$ cat src/rtl/algo_nru_err_wrap.sv
// rtl/algo_nru_err_wrap.sv - N-read-port error masking, counting and first-error logging wrapper
module algo_nru_err_wrap #(
    parameter int NUMRUPT = 2,
    parameter int WIDTH   = 32,
    parameter int BITPADR = 16,
    parameter int CNTWDTH = 8,
    parameter int FLOPOUT = 0,
    localparam int LPW    = (NUMRUPT > 1) ? $clog2(NUMRUPT) : 1
) (
    input  logic                       clk,
    input  logic                       rst,
    input  logic                       core_ready,
    input  logic [NUMRUPT-1:0]         core_vld,
    input  logic [NUMRUPT*WIDTH-1:0]   core_dout,
    input  logic [NUMRUPT-1:0]         core_serr,
    input  logic [NUMRUPT-1:0]         core_derr,
    input  logic [NUMRUPT*BITPADR-1:0] core_padr,
    output logic                       ready,
    output logic [NUMRUPT-1:0]         ru_vld,
    output logic [NUMRUPT*WIDTH-1:0]   ru_dout,
    output logic [NUMRUPT-1:0]         ru_serr,
    output logic [NUMRUPT-1:0]         ru_derr,
    output logic [NUMRUPT*BITPADR-1:0] ru_padr,
    input  logic                       cnt_clr,
    output logic [NUMRUPT*CNTWDTH-1:0] serr_cnt,
    output logic [NUMRUPT*CNTWDTH-1:0] derr_cnt,
    input  logic                       log_clr,
    output logic                       log_vld,
    output logic [LPW-1:0]             log_port,
    output logic                       log_derr,
    output logic [BITPADR-1:0]         log_padr,
    output logic                       err_int
);

    typedef enum logic {LOG_EMPTY, LOG_HELD} log_state_e;

    logic [NUMRUPT-1:0] m_serr;
    logic [NUMRUPT-1:0] m_derr;

    // Reads that land in the spare/parity region (padr MSB set) never report errors.
    always_comb begin
        m_serr = '0;
        m_derr = '0;
        for (int p = 0; p < NUMRUPT; p++) begin
            m_derr[p] = core_vld[p] & ~core_padr[p*BITPADR + BITPADR-1] & core_derr[p];
            m_serr[p] = core_vld[p] & ~core_padr[p*BITPADR + BITPADR-1] & core_serr[p] & ~core_derr[p];
        end
    end

    logic ready_q, ready_d;
    assign ready_d = core_ready;
    assign ready   = ready_q;

    // Error counters, sampled at the core side regardless of output flopping.
    logic [CNTWDTH-1:0] serr_cnt_q [NUMRUPT];
    logic [CNTWDTH-1:0] serr_cnt_d [NUMRUPT];
    logic [CNTWDTH-1:0] derr_cnt_q [NUMRUPT];
    logic [CNTWDTH-1:0] derr_cnt_d [NUMRUPT];

    always_comb begin
        for (int p = 0; p < NUMRUPT; p++) begin
            serr_cnt_d[p] = serr_cnt_q[p];
            derr_cnt_d[p] = derr_cnt_q[p];
            if (cnt_clr) begin
                serr_cnt_d[p] = '0;
                derr_cnt_d[p] = '0;
            end else begin
                if (m_serr[p] && (serr_cnt_q[p] != {CNTWDTH{1'b1}}))
                    serr_cnt_d[p] = serr_cnt_q[p] + 1'b1;
                if (m_derr[p] && (derr_cnt_q[p] != {CNTWDTH{1'b1}}))
                    derr_cnt_d[p] = derr_cnt_q[p] + 1'b1;
            end
        end
    end

    for (genvar g = 0; g < NUMRUPT; g++) begin : g_cnt_out
        assign serr_cnt[g*CNTWDTH +: CNTWDTH] = serr_cnt_q[g];
        assign derr_cnt[g*CNTWDTH +: CNTWDTH] = derr_cnt_q[g];
    end

    // First-error candidate: any derr beats any serr, then the lowest port wins.
    logic               sel_found;
    logic [LPW-1:0]     sel_port;
    logic               sel_derr;
    logic [BITPADR-1:0] sel_padr;

    always_comb begin
        sel_found = 1'b0;
        sel_port  = '0;
        sel_derr  = 1'b0;
        sel_padr  = '0;
        for (int p = 0; p < NUMRUPT; p++) begin
            if (!sel_found && m_derr[p]) begin
                sel_found = 1'b1;
                sel_port  = LPW'(p);
                sel_derr  = 1'b1;
                sel_padr  = core_padr[p*BITPADR +: BITPADR];
            end
        end
        for (int p = 0; p < NUMRUPT; p++) begin
            if (!sel_found && m_serr[p]) begin
                sel_found = 1'b1;
                sel_port  = LPW'(p);
                sel_derr  = 1'b0;
                sel_padr  = core_padr[p*BITPADR +: BITPADR];
            end
        end
    end

    log_state_e         state_q, state_d;
    logic [LPW-1:0]     log_port_q, log_port_d;
    logic               log_derr_q, log_derr_d;
    logic [BITPADR-1:0] log_padr_q, log_padr_d;
    logic               err_int_q, err_int_d;

    always_comb begin
        state_d    = state_q;
        log_port_d = log_port_q;
        log_derr_d = log_derr_q;
        log_padr_d = log_padr_q;
        case (state_q)
            LOG_EMPTY: begin
                if (sel_found) begin
                    state_d    = LOG_HELD;
                    log_port_d = sel_port;
                    log_derr_d = sel_derr;
                    log_padr_d = sel_padr;
                end
            end
            LOG_HELD: begin
                // A clear coinciding with a new error re-arms and captures at once.
                if (log_clr) begin
                    if (sel_found) begin
                        log_port_d = sel_port;
                        log_derr_d = sel_derr;
                        log_padr_d = sel_padr;
                    end else begin
                        state_d    = LOG_EMPTY;
                        log_port_d = '0;
                        log_derr_d = 1'b0;
                        log_padr_d = '0;
                    end
                end
            end
            default: state_d = LOG_EMPTY;
        endcase
        err_int_d = (state_d == LOG_HELD);
    end

    assign log_vld  = (state_q == LOG_HELD);
    assign log_port = log_port_q;
    assign log_derr = log_derr_q;
    assign log_padr = log_padr_q;
    assign err_int  = err_int_q;

    always_ff @(posedge clk) begin
        if (!rst) begin
            ready_q    <= 1'b0;
            serr_cnt_q <= '{default: '0};
            derr_cnt_q <= '{default: '0};
            state_q    <= LOG_EMPTY;
            log_port_q <= '0;
            log_derr_q <= 1'b0;
            log_padr_q <= '0;
            err_int_q  <= 1'b0;
        end else begin
            ready_q    <= ready_d;
            serr_cnt_q <= serr_cnt_d;
            derr_cnt_q <= derr_cnt_d;
            state_q    <= state_d;
            log_port_q <= log_port_d;
            log_derr_q <= log_derr_d;
            log_padr_q <= log_padr_d;
            err_int_q  <= err_int_d;
        end
    end

    if (FLOPOUT != 0) begin : g_flop
        logic [NUMRUPT-1:0]         vld_q, vld_d;
        logic [NUMRUPT-1:0]         serr_q, serr_d;
        logic [NUMRUPT-1:0]         derr_q, derr_d;
        logic [NUMRUPT*WIDTH-1:0]   dout_q, dout_d;
        logic [NUMRUPT*BITPADR-1:0] padr_q, padr_d;

        // Data and address hold between valid reads; strobes refresh every cycle.
        always_comb begin
            vld_d  = core_vld;
            serr_d = m_serr;
            derr_d = m_derr;
            dout_d = dout_q;
            padr_d = padr_q;
            for (int p = 0; p < NUMRUPT; p++) begin
                if (core_vld[p]) begin
                    dout_d[p*WIDTH +: WIDTH]     = core_dout[p*WIDTH +: WIDTH];
                    padr_d[p*BITPADR +: BITPADR] = core_padr[p*BITPADR +: BITPADR];
                end
            end
        end

        always_ff @(posedge clk) begin
            if (!rst) begin
                vld_q  <= '0;
                serr_q <= '0;
                derr_q <= '0;
                dout_q <= '0;
                padr_q <= '0;
            end else begin
                vld_q  <= vld_d;
                serr_q <= serr_d;
                derr_q <= derr_d;
                dout_q <= dout_d;
                padr_q <= padr_d;
            end
        end

        assign ru_vld  = vld_q;
        assign ru_serr = serr_q;
        assign ru_derr = derr_q;
        assign ru_dout = dout_q;
        assign ru_padr = padr_q;
    end else begin : g_comb
        // Outputs are forced low while reset is held so nothing leaks to the user.
        assign ru_vld  = rst ? core_vld  : '0;
        assign ru_serr = rst ? m_serr    : '0;
        assign ru_derr = rst ? m_derr    : '0;
        assign ru_dout = rst ? core_dout : '0;
        assign ru_padr = rst ? core_padr : '0;
    end

endmodule

$ cat config.mk
export PLATFORM = sky130hd
export DESIGN_NAME = algo_nru_err_wrap
export DESIGN_NICKNAME = d
export VERILOG_FILES = /design/src/rtl/algo_nru_err_wrap.sv
export SDC_FILE = /design/constraint.sdc
export NUM_CORES = 1
export LEC_CHECK = 0
export ABC_AREA = 1
export CAP_MARGIN = 20
export CORE_MARGIN = 2
export CORE_UTILIZATION = 35
export CTS_CLUSTER_SIZE = 28
export DETAILED_ROUTE_END_ITERATION = 6
export PLACE_DENSITY_LB_ADDON = 0.05
export SYNTH_ARGS = -nofsm -noshare
export SYNTH_HDL_FRONTEND = slang
export SYNTH_SLANG_ARGS = --single-unit
$ cat constraint.sdc
create_clock -name clk -period 1.6 [get_ports clk]
set_input_delay 0.16 -clock clk [delete_from_list [all_inputs] [get_ports clk]]
set_output_delay 0.16 -clock clk [all_outputs]
set_load 0.02 [all_outputs]
== Word-level counts from Yosys, hierarchy flattened ==
Cells that the tools add are included.

* Bits in registers: 52
* Word-level logic and storage cells: 78
* Output and inout port bits: 155

* Equality and inequality tests: 6
* Bitwise gates (word level): 14
* Reduce and logical (&&, ||, !) cells: 12
* $add $sub $neg: 4
* Multiplexer cells: 33

{| class="wikitable"
|+ Operator list
! kind !! number
|-
| 16-bit 2-to-1 mux || 7
|-
| 64-bit 2-to-1 mux || 1
|-
| 8-bit by 1-bit adder with 8-bit output, second input constant || 4
|-
| 32-bit 2-to-1 mux || 1
|-
| 8-bit != test, second input constant || 4
|-
| 16-bit one-hot mux with 2 select lines || 1
|-
| 1-bit 2-to-1 mux || 17
|-
| 1-bit bitwise AND || 8
|-
| 1-bit logical AND || 7
|-
| 2-bit 2-to-1 mux || 3
|-
| 1-bit inverter || 6
|-
| 1-bit one-hot mux with 2 select lines || 3
|-
| 2-bit != test, second input constant || 2
|-
| 1-bit zero test || 3
|-
| 2-bit AND reduction || 1
|-
| 2-bit OR reduction || 1
|}

== Logic depth before layout (Yosys ltp) ==
Gate-level depths: netlist of the first run.

* Depth after elaboration: 16
* Depth in mapped cells: 10
* Mapped depth without buffers: 9

== Worst setup path before layout of the first run ==
OpenSTA, ideal clock, no wires.

* Kind: reg-to-reg
* Start: register derr_cnt_q (netlist bit derr_cnt[8])
* End: register derr_cnt_q (netlist bit derr_cnt[8])
* Path slack: 0.110 ns
* Required time: 1.468 ns
* Setup time: 0.132 ns
* Arrival: 1.357 ns
* Cell stages (with the launch flop): 8
* Path buffers: 1
* Path through: dfxtp_1 -> ha_1 -> nand4_1 -> nor2_1 -> nor2_1 -> buf_2 -> o21ai_0 -> a21oi_1

* Word-level cells in the longest chain between the ends: 2

{| class="wikitable"
|+ Ends and longest elaborated chain
! element !! RTL line !! RTL
|-
| start: declaration || 57 || <nowiki>logic [CNTWDTH-1:0] derr_cnt_q [NUMRUPT];</nowiki>
|-
| start signal: assignment || 169 || <nowiki>derr_cnt_q <= derr_cnt_d;</nowiki>
|-
| parallel branches: the longest is 2 deep, another holds 8-bit by 1-bit adder with 8-bit output || -- ||
|}

Several ways; the timed one is not identified.
A chain may end at the register's enable or synchronous reset.

== Final worst setup path of the first run ==
* Start: input core_padr[1]
* End: output ru_padr[1]

* Word-level cells in the longest chain between the ends: 1

{| class="wikitable"
|+ Ends and longest elaborated chain
! element !! RTL line !! RTL
|-
| start: declaration || 17 || <nowiki>input logic [NUMRUPT*BITPADR-1:0] core_padr,</nowiki>
|-
| 32-bit 2-to-1 mux || 227 || <nowiki>assign ru_padr = rst ? core_padr : '0;</nowiki>
|-
| end: declaration || 23 || <nowiki>output logic [NUMRUPT*BITPADR-1:0] ru_padr,</nowiki>
|}

No other way between the ends.

==> results of run 1 <==
-- critical path, cell delays in order --
cell and delay [ns]:
clkdlybuf4s50_1 0.49, nand2_1 0.07, inv_1 0.06, clkdlybuf4s50_1 0.61
-- final cells by class --
class,count,area (um2),area share
well taps,133,166.4,0.02501
clock inverters,2,35.03,0.005266
inverters,140,526.8,0.07918
flip-flops and latches,52,1044,0.1569
multi-input cells,386,1857,0.2791
repair buffers,292,2952,0.4437
clock buffers,6,72.57,0.01091
-- registers in the layout (all words and copies together), names as in the netlist --
| name | cells |
|---|---|
| derr_cnt | 16 |
| log_padr | 16 |
| ready | 1 |
| log_derr | 1 |
| err_int | 1 |
| log_port | 1 |
| serr_cnt | 16 |
-- worst paths after layout --
check                           start                        to  slack (ns)
max reg2reg  derr_cnt[1]$_SDFFE_PP0P_  derr_cnt[6]$_SDFFE_PP0P_        0.13
min                               rst          ready$_SDFF_PN0_        0.38
min reg2reg  derr_cnt[8]$_SDFFE_PP0P_  derr_cnt[8]$_SDFFE_PP0P_        0.47
max                      core_padr[1]                ru_padr[1]        0.05
-- routing by layer --
layer,global-route usage,up-vias
met5,0,-
met4,0.05792,0
met3,0.07331,19
met2,0.4196,171
met1,0.2734,2026
li1,-,2309
-- power by group through the flow --
stage	registers (uW)	clock network, uW	logic (uW)
after floorplan	1400	0	496
after global placement	1370	0	1240
after detailed placement	1370	0	1250
after CTS	1340	935	1260
after global routing	1340	993	1350
final	1340	918	1260
-- cells in the mapped netlist, types with 2 or more instances --
cell type | number | area, um2
a21oi_1 | 28 | 140.1
xor2_1 | 7 | 61.31
buf_6 | 3 | 33.78
a21oi_2 | 12 | 105.1
o21ai_4 | 2 | 32.53
dfxtp_1 | 52 | 1041
nor2_1 | 33 | 123.9
o21ai_0 | 12 | 60.06
nand2_1 | 235 | 882.1
nor2_4 | 2 | 22.52
nor3_1 | 7 | 35.03
nand3_1 | 15 | 75.07
clkbuf_1 | 14 | 52.55
xnor2_1 | 6 | 52.55
nand4_1 | 8 | 50.05
nand3_2 | 2 | 20.02
buf_4 | 2 | 15.01
inv_2 | 3 | 11.26
ha_1 | 4 | 50.05
nand2_2 | 6 | 37.54
inv_1 | 136 | 510.5
-- repair_timing --
item                       in CTS  in global routing
pin swaps                       0                  3
setup endpoints to repair       6                 40
buffers inserted                0                  0
gates resized for setup        10                 20
gates cloned                    0                  1
-- metrics by stage --
stage	utilization	instance area [um2]	hold slack (ns)
3_3_place_gp	0.6610	6461	0.4524
3_5_place_dp	0.6610	6461	0.4603
2_1_floorplan	-	3513	0.2576
4_1_cts	0.6718	6566	0.3601
6_report	0.6806	6653	0.3805
5_1_grt	0.6806	6653	0.3759
-- logic make-up after synthesis --
kind of cell               share of synthesized area
buffers and inverters                         0.1859
DFF                                           0.2963
xor gates and xnor gates                     0.03241
AOI/OAI and AO/OA                             0.1029
adders and majority gates                    0.01425
and+or+nand+nor                               0.3682
==> results.md, run 1 <==
- Actual slew at the worst max-slew pin: 0.5055 ns
- Fill count: 848
- Syn Area/Cell: 5.865 um2
- Leakage: 0.003375 uW
- I/O Pins: 262
- Final number of max-transition violations: 0
- CTS tree: built
- Final HPWL DP: 10770 um
- Antenna violations before repair: 0
- Full die area: 10860 um2
- # DRC: 0
- Vias: 4525
- Switching pwr: 1075 uW
- Layout cells sized above 1: 0.09339
- Antenna-violating nets left: 0
- R2R cell count: 7
- Hold Buf Count CTS: 0
- Top sig layer: met4
- Post-Syn Nets: 710
- Die width: 104.2 um
- Commonest non-fill, non-tap cell in the layout: clkdlybuf4s50_1
- Final GP Congestion: 0.8564
- Met2 wire len: 6641 um
- Non-filler instance count after layout: 1011
- Crit path max fanout: 2
- Overflow after GRT: 0
- Num CTS Buffers: 5
- IO Port Bufs: 261
- WS Path Type: input port to primary output
- PD cells: 527.9 nW/um2
- Final WL: 13280 um
- Flop pwr share: 0.381
- Post-layout total power: 3512 uW
- Worst Path Required: 1.44 ns
- Share of the yosys chip area belonging to registers: 0.2963
- Synth warn: 0
- Clock share of power: 0.261
- Met3 wire len: 1011 um
- Dpl cells: 1002
- Pre-CTS WS: -0.3130 ns
- Outcome: finished, final reports clean
- Mapped Cells: 599
- Final setup fails: 0
- Commonest non-fill, non-tap cells in the layout: clkdlybuf4s50_1 (246), nand2_1 (235), inv_1 (135)
- FP Rows: 36
- Worst vdd ir: 409.9 uV
- Initial drt markers: 179
- Layout area overhead: 89.35%
- H-Tree Depth: 2
- Worst-path clk slew: 0.10 ns
- Slew headroom: 0.6627
- Period utilization: 0.9696
- Clk Latency, worst-skew pair: 0.30 ns
- Max-cap violation count: 0
- Post-synth cell types: 31
- Clock Sinks: 52
- Synthesis-stage register bit count: 52
- Initial core utilization: 0.3594
- DRT met1 WL: 5363 um
- Worst EP arrival: 1.39 ns
- Hold Crit Class: input port to register
- Critical Path Sink Type: primary output
- First-pass GRT wire length: 20850 um
- Int Power: 2437 uW
- Post-layout nets: 988
- Max Freq: 644.6 MHz
- Minimum clock period: 1.551 ns
- Hold Vio Cnt, Final: 0
- Dominant synthesized flop cell: dfxtp_1
- Worst setup SP type: input port
- Setup TNS: 0 ns
- Post-Syn Area: 3513 um2
- Vias in the first global route: 4263
- Setup ws final: 0.04866 ns
- CTS Buffer Depth: 2
- Hold Path Depth: 4
- Post-synth EDFFs: 0
- Via density per instance: 4.476
- Root buffer cell: clkbuf_8
- Ant. Diodes: 0
- DR pass1 iterations: 4
- Combinational fraction of design power: 0.358
- Gr usage total: 0.2352
- Core area: 9774 um2
- Die H: 104.2 um
- Clock Skews: 0.008319 ns
- Sw Ratio: 0.3061
- Largest net degree at the start of global routing: 48
- Drt wl/cell: 13.14 um
- Post-synth ARST share: 0
(Power assumes the default switching activity.)
==> run 2, diff against run 1 <==
==> constraint.sdc (replaced) <==
create_clock -name clk -period 1.6 [get_ports clk]
set_input_delay 0.48 -clock clk [delete_from_list [all_inputs] [get_ports clk]]
set_output_delay 0.48 -clock clk [all_outputs]
set_load 0.02 [all_outputs]
==> run 2 against run 1 <==
Against the previous run: maximum frequency shrank 0.66%; critical endpoint is now ru_serr[1]; first-iteration DRC count increased by 57%; power rose by 1.8%; combinational power increased by 3%; non-clock buffer count up 38; worst setup slack worse by 0.010 ns; cell count increased by 3.8%; sequential cell count did not move; wire length up 13%; sequential share of layout area down 0.56 points; utilization rose by 2.5 points.
==> results.md, run 2 (synthesized netlist as in run 1, its figures left out) <==
- Non-filler instance count after layout: 1049 (was 1011)
- Worst flop-to-flop path endpoint: derr_cnt[15]$_SDFFE_PP0P_ (was derr_cnt[6]$_SDFFE_PP0P_)
- Root buffer cell: clkbuf_8 (unchanged)
- Full die area: 10860 um2 (unchanged)
- Worst-path clk slew: 0.10 ns (about the same)
- Final setup fails: 0 (unchanged)
- Post-layout total power: 3575 uW (was 3512 uW)
- Fill count: 926 (was 848)
- FP Rows: 36 (unchanged)
- Final HPWL DP: 11880 um (was 10770 um)
- Antenna-violating nets left: 0 (unchanged)
- Num CTS Buffers: 5 (unchanged)
- Die H: 104.2 um (unchanged)
- R2r setup slk: 0.15 ns (was 0.13 ns)
- Initial core utilization: 0.3594 (unchanged)
- DR pass1 iterations: 4 (unchanged)
- Worst vdd ir: 370.1 uV (was 409.9 uV)
- Clock Sinks: 52 (unchanged)
- I/O Pins: 262 (unchanged)
- Final GP Congestion: 0.9076 (was 0.8564)
- Crit path max fanout: 2 (unchanged)
- Final hold slack: 0.4398 ns (was 0.3805 ns)
- Crit path from: core_padr[31] (was core_padr[1])
- Hold Vio Cnt, Final: 0 (unchanged)
- Drt wl/cell: 14.28 um (was 13.14 um)
- IO Port Bufs: 261 (unchanged)
- RR Startpoint: derr_cnt[9]$_SDFFE_PP0P_ (was derr_cnt[1]$_SDFFE_PP0P_)
- Ant. Diodes: 0 (unchanged)
- Hold Buf Count CTS: 0 (unchanged)
- Clock Skews: 0.006780 ns (was 0.008319 ns)
- Flop pwr share: 0.373 (was 0.381)
- Layout cells sized above 1: 0.2686 (was 0.09339)
- Vias in the first global route: 4483 (was 4263)
- Crit path to: ru_serr[1] (was ru_padr[1])
- CTS Buffer Depth: 2 (unchanged)
- Final Util: 0.7060 (was 0.6806)
- Final number of max-transition violations: 0 (unchanged)
- Overflow after GRT: 0 (unchanged)
- Via density per instance: 4.501 (was 4.476)
- Commonest non-fill, non-tap cell in the layout: nand2_1 (was clkdlybuf4s50_1)
- Post-route cell area: 6900 um2 (was 6653 um2)
- WS Path Type: input port to primary output (unchanged)
- Clk Latency, worst-skew pair: 0.31 ns (was 0.30 ns)
- Final WL: 14980 um (was 13280 um)
- Sw Ratio: 0.3230 (was 0.3061)
- Outcome: finished, final reports clean (unchanged)
- Slew headroom: 0.7856 (was 0.6627)
- Commonest non-fill, non-tap cells in the layout: nand2_1 (233), dlygate4sd2_1 (142), inv_1 (121) (was clkdlybuf4s50_1 (246), nand2_1 (235), inv_1 (135))
- RSZ-0062 raised after global routing: yes
- Max Freq: 640.3 MHz (was 644.6 MHz)
- Layout area overhead: 96.40% (was 89.35%)
- Period utilization: 0.9760 (was 0.9696)
- First-pass GRT wire length: 23160 um (was 20850 um)
- Actual slew at the worst max-slew pin: 0.3191 ns (was 0.5055 ns)
- Combinational fraction of design power: 0.363 (was 0.358)
- Core area: 9774 um2 (unchanged)
- Worst setup SP type: input port (unchanged)
- H-Tree Depth: 2 (unchanged)
- Switching pwr: 1155 uW (was 1075 uW)
- Post-layout nets: 1026 (was 988)
- Largest net degree at the start of global routing: 22 (was 48)
- Dpl cells: 1035 (was 1002)
- R2R cell count: 8 (was 7)
- Hold Crit Class: register to register (was input port to register)
- Clock share of power: 0.263 (was 0.261)
- Leakage: 0.004039 uW (was 0.003375 uW)
- Minimum clock period: 1.562 ns (was 1.551 ns)
- CTS tree: built (unchanged)
- Int Power: 2420 uW (was 2437 uW)
- Die width: 104.2 um (unchanged)
- Critical Path Sink Type: primary output (unchanged)
- Max-cap violation count: 0 (unchanged)
- Antenna violations before repair: 0 (unchanged)
- Worst EP arrival: 1.08 ns (was 1.39 ns)
- Gr usage total: 0.2649 (was 0.2352)
- Initial drt markers: 281 (was 179)
- Vias: 4722 (was 4525)
- Worst Path Required: 1.12 ns (was 1.44 ns)
- PD cells: 518.1 nW/um2 (was 527.9 nW/um2)
- DP Area: 6696 um2 (was 6461 um2)
- # DRC: 0 (unchanged)
-- run 2: routing by layer --
layer / vias up / GRT usage / share of wire
met5: - / 0 / 0
met4: 0 / 0.06081 / 0.011
met3: 12 / 0.09712 / 0.083
met2: 155 / 0.4478 / 0.49
met1: 2173 / 0.3208 / 0.41
li1: 2382 / - / -
-- run 2: worst max-delay path, stage by stage --
cell	delay [ns]
buf_8	0.10
inv_6	0.05
nand2_4	0.04
nor2_4	0.12
inv_2	0.06
nor2_4	0.10
buf_6	0.13
-- run 2: worst min path at each step --
stage	cells after the start	end	startpoint	slack [ns]
finish	2	log_padr[15]$_SDFFE_PN0P_	log_padr[15]$_SDFFE_PN0P_	0.44
global route	2	log_padr[15]$_SDFFE_PN0P_	log_padr[15]$_SDFFE_PN0P_	0.46
CTS	2	log_padr[15]$_SDFFE_PN0P_	log_padr[15]$_SDFFE_PN0P_	0.44
detailed placement	2	log_padr[15]$_SDFFE_PN0P_	log_padr[15]$_SDFFE_PN0P_	0.43
global placement	2	log_padr[15]$_SDFFE_PN0P_	log_padr[15]$_SDFFE_PN0P_	0.42
floorplan	2	log_padr[15]$_SDFFE_PN0P_	log_padr[15]$_SDFFE_PN0P_	0.51
-- run 2: timing repair --
| item | CTS | global route |
|---|---|---|
| gates cloned | 2 | 1 |
| buffers inserted | 3 | 0 |
| gates resized for setup | 766 | 31 |
| endpoints found under the setup margin | 195 | 38 |
| pin swaps | 44 | 7 |
-- run 2: per-stage QoR --
step	TNS (ns)	setup WS, ns
5_1_grt	-0.01752	-0.01752
3_3_place_gp	-71.23	-0.8741
6_report	0	0.03833
4_1_cts	-0.1114	-0.05441
2_1_floorplan	0	0.03284
3_5_place_dp	-73.95	-0.8760
-- run 2: power by group through the flow --
stage,clock network (uW),logic [uW],registers (uW)
finish,942,1300,1330
global route,1010,1380,1340
CTS,974,1280,1330
detailed placement,0,1300,1370
global placement,0,1290,1360
floorplan,0,500,1400
-- run 2: layout make-up --
class                      instances  area [um2]  area share
clock inverter                     2       38.79    0.005621
tap                              133       166.4     0.02412
timing repair buffer             330        3169      0.4593
clock buffer                       6       72.57     0.01052
inverter                         140       535.5     0.07761
sequential                        52        1044      0.1512
multi-input combinational        386        1874      0.2716
==> run 3, diff against run 2 <==
Settings changed: SKIP_LAST_GASP from default to 1.
==> run 3 against run 2 <==
Against the previous run: first-iteration DRC count up 1.8%; the flow now finishes with violations (negative setup slack); count of clock-buffer cells in the layout unchanged; die area is the same; highest routed layer unchanged; clock power about the same; clock skew decreased by 0.00077 ns; worst hold slack hardly changed; wire length down 0.14%.
==> results.md, run 3 (synthesized netlist as in run 1, its figures left out) <==
- Gr usage total: 0.2648 (was 0.2649)
- IO Port Bufs: 261 (unchanged)
- Worst Path Required: 1.12 ns (about the same)
- Period utilization: 1.011 (was 0.9760)
- Ant. Diodes: 0 (unchanged)
- Via density per instance: 4.529 (was 4.501)
- Gr busiest metal: met2 (unchanged)
- Hold Crit Class: register to register (unchanged)
- Setup ws final: -0.01797 ns (was 0.03833 ns)
- Initial drt markers: 286 (was 281)
- Leakage: 0.004041 uW (was 0.004039 uW)
- Antenna-violating nets left: 0 (unchanged)
- CTS Buffer Depth: 2 (unchanged)
- Initial core utilization: 0.3594 (unchanged)
- First-pass GRT wire length: 23160 um (about the same)
- RSZ-0062 raised after global routing: yes (unchanged)
- I/O Pins: 262 (unchanged)
- DR pass1 iterations: 4 (unchanged)
- Antenna violations before repair: 0 (unchanged)
- Largest net degree at the start of global routing: 22 (unchanged)
- Root buffer cell: clkbuf_8 (unchanged)
- Final hold slack: 0.4396 ns (was 0.4398 ns)
- Clock Sinks: 52 (unchanged)
- Overflow after GRT: 0 (unchanged)
- Failing checks: negative setup slack
- Vias: 4751 (was 4722)
- Hold Path Depth: 2 (unchanged)
- Worst-path clk slew: 0.09 ns (was 0.10 ns)
- RR Startpoint: derr_cnt[9]$_SDFFE_PP0P_ (unchanged)
- Final setup fails: 12 (was 0)
- PD cells: 519.4 nW/um2 (was 518.1 nW/um2)
- Drt wl/cell: 14.26 um (was 14.28 um)
- Slew headroom: 0.7851 (was 0.7856)
- Non-filler instance count after layout: 1049 (unchanged)
- Hold EP: log_padr[15]$_SDFFE_PN0P_ (unchanged)
- Minimum clock period: 1.618 ns (was 1.562 ns)
- Clock Skews: 0.006012 ns (was 0.006780 ns)
- Final WL: 14960 um (was 14980 um)
- Final GP Congestion: 0.9076 (unchanged)
- WS Path Type: input port to primary output (unchanged)
- Layout cells sized above 1: 0.2653 (was 0.2686)
- Clk Latency, worst-skew pair: 0.31 ns (about the same)
- H-Tree Depth: 2 (unchanged)
- Met1 GRT Util: 0.3204 (was 0.3208)
- GR Util met3: 0.09712 (unchanged)
- Final HPWL DP: 11880 um (unchanged)
- Commonest non-fill, non-tap cells in the layout: nand2_1 (233), dlygate4sd2_1 (142), inv_1 (122) (was nand2_1 (233), dlygate4sd2_1 (142), inv_1 (121))
- R2r setup slk: 0.15 ns (about the same)
- Layout area overhead: 95.26% (was 96.40%)
- Num CTS Buffers: 5 (unchanged)
- CTS tree: built (unchanged)
- Hold Vio Cnt, Final: 0 (unchanged)
- Core area: 9774 um2 (unchanged)
- Hold Buf Count CTS: 0 (unchanged)
- # DRC: 0 (unchanged)
- Full die area: 10860 um2 (unchanged)
- Die H: 104.2 um (unchanged)
- GRT met2 Usage: 0.4478 (unchanged)
- Worst vdd ir: 370.4 uV (was 370.1 uV)
- Die width: 104.2 um (unchanged)
- Dpl cells: 1035 (unchanged)
- Max Freq: 618.1 MHz (was 640.3 MHz)
- Crit path max fanout: 11 (was 2)
- FP Rows: 36 (unchanged)
- Outcome: finished, violations left (was finished, final reports clean)
- Post-layout nets: 1026 (unchanged)
- Critical Path Sink Type: primary output (unchanged)
- R2R cell count: 8 (unchanged)
- Worst flop-to-flop path endpoint: derr_cnt[15]$_SDFFE_PP0P_ (unchanged)
- Worst hold start: log_padr[15]$_SDFFE_PN0P_ (unchanged)
- Worst setup SP type: input port (unchanged)
- Actual slew at the worst max-slew pin: 0.3198 ns (was 0.3191 ns)
- Worst EP arrival: 1.14 ns (was 1.08 ns)
- Final number of max-transition violations: 0 (unchanged)
- Commonest non-fill, non-tap cell in the layout: nand2_1 (unchanged)
- Vias in the first global route: 4483 (unchanged)
- Max-cap violation count: 0 (unchanged)
## run 3: cell count changes in the layout (fill, tap and decap cells not counted), sizes merged
cell / before / now
bufbuf: 0 / 1
buf: 176 / 175
clkdlybuf4s15: 4 / 3
dlymetal6s2s: 0 / 1
## run 3: critical path: stages
cell and delay (ns):
buf_12 0.14, bufbuf_16 0.28, nand2_1 0.06, inv_2 0.06, buf_6 0.11
## run 3: how the worst max path moves through the flow
stage	start	end	slack, ns	cells past startpoint
finish	rst	ru_padr[25]	-0.02	5
global route	core_padr[15]	ru_serr[0]	-0.07	5
CTS	core_derr[1]	ru_serr[1]	-0.12	7
detailed placement	core_padr[31]	ru_serr[1]	-0.88	7
global placement	core_padr[31]	ru_serr[1]	-0.87	7
floorplan	core_padr[31]	ru_serr[1]	0.03	5
## run 3: stage by stage
step | setup TNS [ns] | setup WS, ns | power, uW | util | area, um2
after floorplan | 0 | 0.03284 | 1897 | - | 3526
after global placement | -71.23 | -0.8741 | 2650 | 0.6851 | 6696
after detailed placement | -73.95 | -0.8760 | 2668 | 0.6851 | 6696
after CTS | -0.5671 | -0.1223 | 3589 | 0.6978 | 6820
after global routing | -0.5989 | -0.06746 | 3722 | 0.7019 | 6860
final | -0.1143 | -0.01797 | 3563 | 0.7019 | 6860
## run 3: power breakdown
group	internal, uW	total [uW]	leakage [uW]	switching [uW]
clock network	474	941	0.0000558	467
registers	1320	1330	0.000422	14.8
logic	620	1290	0.00356	668
total	2410	3560	0.00404	1150
## run 3: layout make-up
class | count | area, um2
clock buffer | 6 | 72.57
timing repair buffer | 330 | 3142
tap | 133 | 166.4
multi-input combinational | 386 | 1867
inverter | 140 | 530.5
fill | 935 | 2914
sequential | 52 | 1044
clock inverter | 2 | 38.79
## run 3: repair_timing
action,in CTS,in global routing
pin swaps,44,5
resized for setup,759,23
buffers inserted,3,0
setup endpoints to repair,195,52
cloned,2,1
## run 3: metal layers
| metal | routed length [um] | vias up |
|---|---|---|
| met5 | 0 | - |
| met4 | 174 | 0 |
| met3 | 1331 | 12 |
| met2 | 7336 | 159 |
| met1 | 6115 | 2194 |
| li1 | - | 2386 |
